--- src/rtl/ibex_rvfi_trace_buffer.sv ---
// Triggered capture buffer for the RVFI retirement stream.
// Arm/trigger/stop control feeds a registered FIFO drained over valid/ready.
//
// state   | meaning
// IDLE    | no capture, waiting for arm_i
// ARMED   | waiting for a retirement that matches the trigger
// CAPTURE | every retirement is pushed into the FIFO
// FROZEN  | capture ended, FIFO can still be drained; only clear_i leaves
module ibex_rvfi_trace_buffer #(
  parameter int unsigned Depth        = 16,
  parameter int unsigned DropCntWidth = 16,
  parameter bit          StopOnTrap   = 1'b1
) (
  input  logic                       clk_i,
  input  logic                       rst_i,
  input  logic                       rvfi_valid,
  input  logic [63:0]                rvfi_order,
  input  logic [31:0]                rvfi_insn,
  input  logic                       rvfi_trap,
  input  logic                       rvfi_intr,
  input  logic [31:0]                rvfi_pc_rdata,
  input  logic [4:0]                 rvfi_rd_addr,
  input  logic [31:0]                rvfi_rd_wdata,
  input  logic                       arm_i,
  input  logic                       trig_any_i,
  input  logic [31:0]                trig_pc_i,
  input  logic                       stop_i,
  input  logic                       clear_i,
  output logic                       out_valid_o,
  input  logic                       out_ready_i,
  output logic [31:0]                out_order_o,
  output logic [31:0]                out_pc_o,
  output logic [31:0]                out_insn_o,
  output logic [4:0]                 out_rd_addr_o,
  output logic [31:0]                out_rd_wdata_o,
  output logic                       out_trap_o,
  output logic                       out_intr_o,
  output logic [1:0]                 state_o,
  output logic [$clog2(Depth):0]     level_o,
  output logic                       overflow_o,
  output logic [DropCntWidth-1:0]    drop_cnt_o
);

  localparam int unsigned AW = $clog2(Depth);
  localparam int unsigned PW = AW + 1;

  typedef enum logic [1:0] {
    IDLE    = 2'd0,
    ARMED   = 2'd1,
    CAPTURE = 2'd2,
    FROZEN  = 2'd3
  } state_e;

  typedef struct packed {
    logic [31:0] order;
    logic [31:0] pc;
    logic [31:0] insn;
    logic [4:0]  rd_addr;
    logic [31:0] rd_wdata;
    logic        trap;
    logic        intr;
  } rec_t;

  state_e state_q, state_d;
  logic   capture;
  logic   trig_hit;
  logic   full, empty, push, pop, drop;
  logic   [PW-1:0] wr_ptr, rd_ptr;
  logic   [DropCntWidth-1:0] drop_cnt_q;
  logic   overflow_q;
  rec_t   mem [Depth];
  rec_t   wr_rec, head;
  logic   unused_order_hi;

  // Upper order bits are intentionally not stored.
  assign unused_order_hi = ^rvfi_order[63:32];

  assign trig_hit = trig_any_i | (rvfi_pc_rdata == trig_pc_i);
  assign full     = (wr_ptr[AW-1:0] == rd_ptr[AW-1:0]) && (wr_ptr[AW] != rd_ptr[AW]);
  assign empty    = (wr_ptr == rd_ptr);
  assign pop      = ~empty & out_ready_i & ~clear_i;
  assign push     = capture & (~full | pop);
  assign drop     = capture & full & ~pop;

  assign wr_rec = '{order:    rvfi_order[31:0],
                    pc:       rvfi_pc_rdata,
                    insn:     rvfi_insn,
                    rd_addr:  rvfi_rd_addr,
                    rd_wdata: rvfi_rd_wdata,
                    trap:     rvfi_trap,
                    intr:     rvfi_intr};

  // State register.
  always_ff @(posedge clk_i) begin
    if (rst_i) state_q <= IDLE;
    else       state_q <= state_d;
  end

  // Next state and capture decision; clear > stop > arm > trigger/trap.
  always_comb begin
    state_d = state_q;
    capture = 1'b0;
    if (clear_i) begin
      state_d = IDLE;
    end else if (stop_i) begin
      if (state_q == ARMED || state_q == CAPTURE) state_d = FROZEN;
    end else begin
      unique case (state_q)
        IDLE:    if (arm_i) state_d = ARMED;
        ARMED: begin
          if (rvfi_valid && trig_hit) begin
            capture = 1'b1;
            state_d = (StopOnTrap && rvfi_trap) ? FROZEN : CAPTURE;
          end
        end
        CAPTURE: begin
          if (rvfi_valid) begin
            capture = 1'b1;
            if (StopOnTrap && rvfi_trap) state_d = FROZEN;
          end
        end
        FROZEN:  state_d = FROZEN;
        default: state_d = IDLE;
      endcase
    end
  end

  // FIFO pointers; clear flushes by resetting both.
  always_ff @(posedge clk_i) begin
    if (rst_i || clear_i) begin
      wr_ptr <= '0;
      rd_ptr <= '0;
    end else begin
      if (push) wr_ptr <= wr_ptr + PW'(1);
      if (pop)  rd_ptr <= rd_ptr + PW'(1);
    end
  end

  // Record storage, written only on an accepted push.
  always_ff @(posedge clk_i) begin
    if (push) mem[wr_ptr[AW-1:0]] <= wr_rec;
  end

  // Sticky overflow flag and saturating drop counter.
  always_ff @(posedge clk_i) begin
    if (rst_i || clear_i) begin
      overflow_q <= 1'b0;
      drop_cnt_q <= '0;
    end else if (drop) begin
      overflow_q <= 1'b1;
      if (drop_cnt_q != {DropCntWidth{1'b1}}) drop_cnt_q <= drop_cnt_q + DropCntWidth'(1);
    end
  end

  // Head record, forced to zero while the FIFO is empty.
  always_comb begin
    head = '0;
    if (!empty) head = mem[rd_ptr[AW-1:0]];
  end

  assign out_valid_o    = ~empty;
  assign out_order_o    = head.order;
  assign out_pc_o       = head.pc;
  assign out_insn_o     = head.insn;
  assign out_rd_addr_o  = head.rd_addr;
  assign out_rd_wdata_o = head.rd_wdata;
  assign out_trap_o     = head.trap;
  assign out_intr_o     = head.intr;
  assign state_o        = state_q;
  assign level_o        = wr_ptr - rd_ptr;
  assign overflow_o     = overflow_q;
  assign drop_cnt_o     = drop_cnt_q;

endmodule

--- config.mk ---
export PLATFORM = sky130hd
export DESIGN_NAME = ibex_rvfi_trace_buffer
export DESIGN_NICKNAME = d
export VERILOG_FILES = /design/src/rtl/ibex_rvfi_trace_buffer.sv
export SDC_FILE = /design/constraint.sdc
export NUM_CORES = 2
export LEC_CHECK = 0
export ABC_AREA = 1
export CAP_MARGIN = 20
export CELL_PAD_IN_SITES_DETAIL_PLACEMENT = 0
export CELL_PAD_IN_SITES_GLOBAL_PLACEMENT = 1
export CORE_ASPECT_RATIO = 0.7
export CORE_MARGIN = 1
export CORE_UTILIZATION = 57
export DETAILED_ROUTE_END_ITERATION = 8
export DONT_BUFFER_PORTS = 1
export PLACE_DENSITY_LB_ADDON = 0.1
export SLEW_MARGIN = 20
export SYNTH_ARGS = -nofsm -noshare
export SYNTH_HDL_FRONTEND = slang
export SYNTH_SLANG_ARGS = --single-unit
--- constraint.sdc ---
create_clock -name clk_i -period 16.8 [get_ports clk_i]
set_input_delay 0.84 -clock clk_i [delete_from_list [all_inputs] [get_ports clk_i]]
set_output_delay 0.84 -clock clk_i [all_outputs]
set_load 0.01 [all_outputs]
[Word level (Yosys, flattened, before mapping)]
Memory sizes are Yosys's and may differ from the RTL's. A register that Yosys moved wholly into a read port is not among the register bits.
Cells that the tools add are included.
Widths: inputs -> output; s select.
Cells by class
  mux-type cells: 18
  eq/ne operators: 13
  add/sub/neg operators: 4
  reductions and logical operators: 8
  bitwise operators: 11
Operators with widths (count)
  $mux 135: 1
  $eq 32x32->1: 1
  $add 16x1->16 const B: 1
  $ne 16x16->1 const B: 1
  $mux 2: 6
  $add 5x1->5 const B: 2
  $ne 3x3->1 const B: 3
  $mux 4: 2
  $pmux 2 s4: 1
  $mux 1: 7
  $and 1x1->1: 5
  $eq 5x5->1: 1
  $reduce_and 5->1: 1
  $sub 5x5->5: 1
  $eq 2x2->1 const B: 2
  $eq 4x4->1: 1
  $not 1->1: 4
  $ne 3x2->1 const B: 1
  $eq 2x1->1 const B: 1
  $logic_and 1x1->1: 2
  $logic_not 2->1: 1
  $logic_or 1x1->1: 2
  $ne 2x1->1 const B: 1
  $or 1x1->1: 2
  other kinds (4): 4
Storage, ports and cells
  register bits after elaboration: 29
  input bits: 207
  bits in writable memories: 2160
  memories: 1
  logic and storage cells: 60
Memory list
  mem: words 16, bits a word 135, read ports 1, clocked after memory_dff 1, wr ports 1, line 71  | rec_t mem [Depth];

[Logic depth before layout (Yosys ltp)]
  depth after elaboration: 10
  depth in mapped cells: 17
  gate-level depth less buffers: 17

[Least setup slack after synthesis]
No wires, ideal clock.
  kind: input to register
  from: input trig_pc_i[4]
  to: memory mem[11][0] in the netlist's numbering (enable)
  path slack: 8.628 ns
  stages on the path: 13
  arrival: 7.541 ns
  setup time: 0.631 ns
  cell sequence: xnor2_1 -> nand2_1 -> nor2_1 -> nand2_1 -> nor2_1 -> nand2_1 -> nand2_1 -> nand2_1 -> nand2_1 -> nand3_4 -> inv_2 -> nand2_1 -> nor2_1
Between the ends
  cells in the longest elaborated chain, start to end: 10
RTL lines
  from (decl): line 26  | input logic [31:0] trig_pc_i,
  $eq 32x32->1: line 78  | assign trig_hit = trig_any_i | (rvfi_pc_rdata == trig_pc_i);
  $or 1x1->1: line 78
  $logic_and 1x1->1: line 111  | if (rvfi_valid && trig_hit) begin
  $mux 1: line 111
  $pmux 1 s2: line 108  | unique case (state_q)
  $mux 1: line 105  | end else if (stop_i) begin
  $mux 1: line 103  | if (clear_i) begin
  $and 1x1->1: line 82  | assign push = capture & (~full | pop);
  $mux 1: line 141  | if (push) mem[wr_ptr[AW-1:0]] <= wr_rec;
  $mux 1 (not written as such): line 141
  to (decl): line 71
No other way between the ends.

==> summary.txt <==
Status
  – Status: complete, but fails checks
  – Violated checks: DRC

Pwr
  – Overall power: between 10 and 15 mW
  – P per Cell Area: about 110 nW/um2
  – P_leak: ~29 nW
  – VDD IR max: approximately 100 uV

Drt
  – Drt first pass iters: 9
  – Vias per cell: roughly 6.4
  – Starting DRT DRC Count: 5662
  – DRC viols: 14
  – Via count: between 50000 and 60000
  – Routed WL: roughly 230 mm
  – Routed Antenna Nets: 0
  – Drt wl/cell: between 20 and 30 um

Placed design
  – GPL Wtd Cong: 0.762
  – Port buffer count: 0
  – Detailed placement HPWL: between 100 and 150 mm

Yosys
  – Area contributors post-synth: edfxtp_1 76%, o21ai_0 6.4%, nor2_1 5.0%
  – Post-Syn Area: roughly 85000 um2
  – Synth top area share: 0.760
  – Top_reg_cell synth: edfxtp_1
  – Syn_nets: approximately 6300
  – Syn avg cell area: between 10 and 15 um2
  – Syn Inst Count: just over 6000
  – Post-synth ARST share: 0
  – Area leader, netlist: edfxtp_1
  – EDFF count, synth: approximately 2200
  – Fraction of the yosys area taken by sequential cells: 0.767
  – Most common cell in the netlist: edfxtp_1
  – Post-synth cell types: 38
  – Ys Warns: 0
  – Post-synth top cells: 2160 x edfxtp_1, 1139 x nor2_1, 1099 x o21ai_0
  – Synth Register Bits: around 2200

Worst setup path
  – Crit end category: primary output
  – Length in cells of the worst reg-to-reg path: 16
  – Worst R2R Start: wr_ptr[0]
  – Max FO, Critical Path: between 200 and 250
  – Required time of the critical path: approximately 16000 ps
  – Arr. time, crit path: 5380 ps
  – Setup CP Type: reg2out
  – Worst setup SP type: flop

Clock tree
  – CTS Buffer Depth: 3
  – Hold buffers post-CTS: 0
  – H-Tree Depth: 4
  – Num CTS Buffers: 197
  – CTS tree: built
  – Later-pin clock latency in the skew report: between 800 and 900 ps
  – Reg clk slew, reported paths: approximately 60 ps
  – Root buffer cell: clkbuf_16
  – CTS-repair resized insts: 0
  – Clock sinks: around 2200
  – Post-CTS setup buffers: 0

Timing
  – Final period util: 0.370
  – Relative slew slack: 0.192
  – Fmax: approximately 160 MHz
  – Unrepaired setup endpoints after global routing: no
  – Hold WS: 86.9 ps
  – Crit path time final: a little over 6000 ps
  – Final Skew: 22.9 ps
  – Worst-margin pin slew: 1210 ps
  – Final Setup Violations: 0
  – Slew Viols, Final: 0
  – Setup_tns: 0 ps
  – Final hold violations: 0

Floorplan
  – Die area: about 150000 um2
  – Area of the core: approximately 150000 um2
  – Site Rows: about 120
  – Die Y: around 330 um
  – Starting Density: 0.576
  – I/O pin cnt: between 300 and 400
  – Die Width: about 460 um

Min path
  – Hold_sp: rvfi_order[21]
  – Hold depth: 0
  – Worst hold path class: in2reg

Cells and area
  – Ratio of cells with drive above 1 in the final layout: 0.0619
  – Area growth syn-to-layout: 9.08%
  – Layout fillers: 11000
  – Finished Core Util: 0.628
  – Final Net Count: ~6000

GRT
  – Largest net degree at the start of global routing: around 230
  – Met1 Use GR: 0.424
  – Met2 global-route usage: 0.476
  – Gr ovfl total: 0
  – Initial antenna violation count: 2
  – Global route hottest layer: met2
  – Overall routing resource usage: 0.297
  – Number of global-route vias before repair: between 50000 and 60000
  – GR Layer Usage met3: 0.0580
  – First-pass GRT wire length: between 300 and 400 mm

Run
  – Max-cap violations: 0
==> critical path, cell delays in order, from the launching register on <==
cell,delay [ps]
dfxtp_4,570
buf_12,690
buf_4,980
buf_4,860
o21ai_0,220
o221ai_1,290
o211ai_1,160
a21oi_1,540
==> sequential cells by signal, indices dropped and copies added, names as in the netlist, named ones only <==
register    flops
drop_cnt_o     16
mem          2160
wr_ptr          5
rd_ptr          5
state_o         2
overflow_o      1
==> per-stage QoR <==
step / area (um2) / std cells / setup slack, ps
6_report: 93100 / 8087 / 10580
5_1_grt: 93100 / 8086 / 10360
4_1_cts: 93100 / 8085 / 10610
2_1_floorplan: 85400 / 6126 / 8630
3_5_place_dp: 87000 / 7728 / 10030
3_3_place_gp: 87000 / 7728 / 10060
==> cell type report <==
type	count	area [um2]	area share
well taps	1980	2480	0.0266
inverters	69	289	0.00310
diodes	1	2.50	0.0000269
multi-input cells	3402	18000	0.193
clock buffers	257	5300	0.0569
clock inverters	100	756	0.00811
flip-flops and latches	2193	65500	0.704
repair buffers	85	796	0.00854
==> report_power, final <==
group	total [mW]	internal, mW	switching (mW)
combinational	0.0318	0.0115	0.0203
sequential	6.01	6.01	0.000989
clock	4.31	2.37	1.95
total	10.4	8.39	1.97
==> worst paths after layout <==
| path | endpoint | slack, ps |
|---|---|---|
| worst max-delay path | out_rd_wdata_o[19] | 10580 |
| worst min-delay path | mem[4][124] | 90 |
| worst max register to register | mem[7][126] | 10880 |
| worst min register to register | flop | 500 |
==> logic make-up (layout without fill, tap and decap cells) <==
| kind of cell | Yosys count | count (layout) | synth area share |
|---|---|---|---|
| other | 0 | 1 | 0 |
| buffers and inverters | 531 | 511 | 0.0235 |
| and+or+nand+nor | 1402 | 1402 | 0.0649 |
| xor gates and xnor gates | 33 | 33 | 0.00347 |
| DFF | 2193 | 2193 | 0.767 |
| AOI/OAI and AO/OA | 1951 | 1951 | 0.138 |
| adders and majority gates | 16 | 16 | 0.00243 |
==> layout by cell type, fill, tap and decap left out, types with 15 or more instances in the layout <==
cell type  Yosys  layout
o21ai_0     1099    1099
clkbuf_1     418      52
edfxtp_1    2160    2160
o221ai_1     388     388
ha_1          15      15
nand2_1       94      94
a21oi_1      154     154
nor2_4         2      18
xnor2_1       26      26
buf_4          0      73
inv_1         59      59
nand3_1      140     140
o22ai_1      152     152
dfxtp_1       33      29
clkbuf_16      0     203
clkinv_1       1      51
nor2_1      1139    1123
o211ai_1     152     152
clkinv_2       0      27
==> metal layers <==
layer,part of all wire,vias to the layer above
met5,0,-
met4,0.019,0
met3,0.086,293
met2,0.47,2236
met1,0.42,26400
li1,-,23200
(Power assumes the default switching activity.)
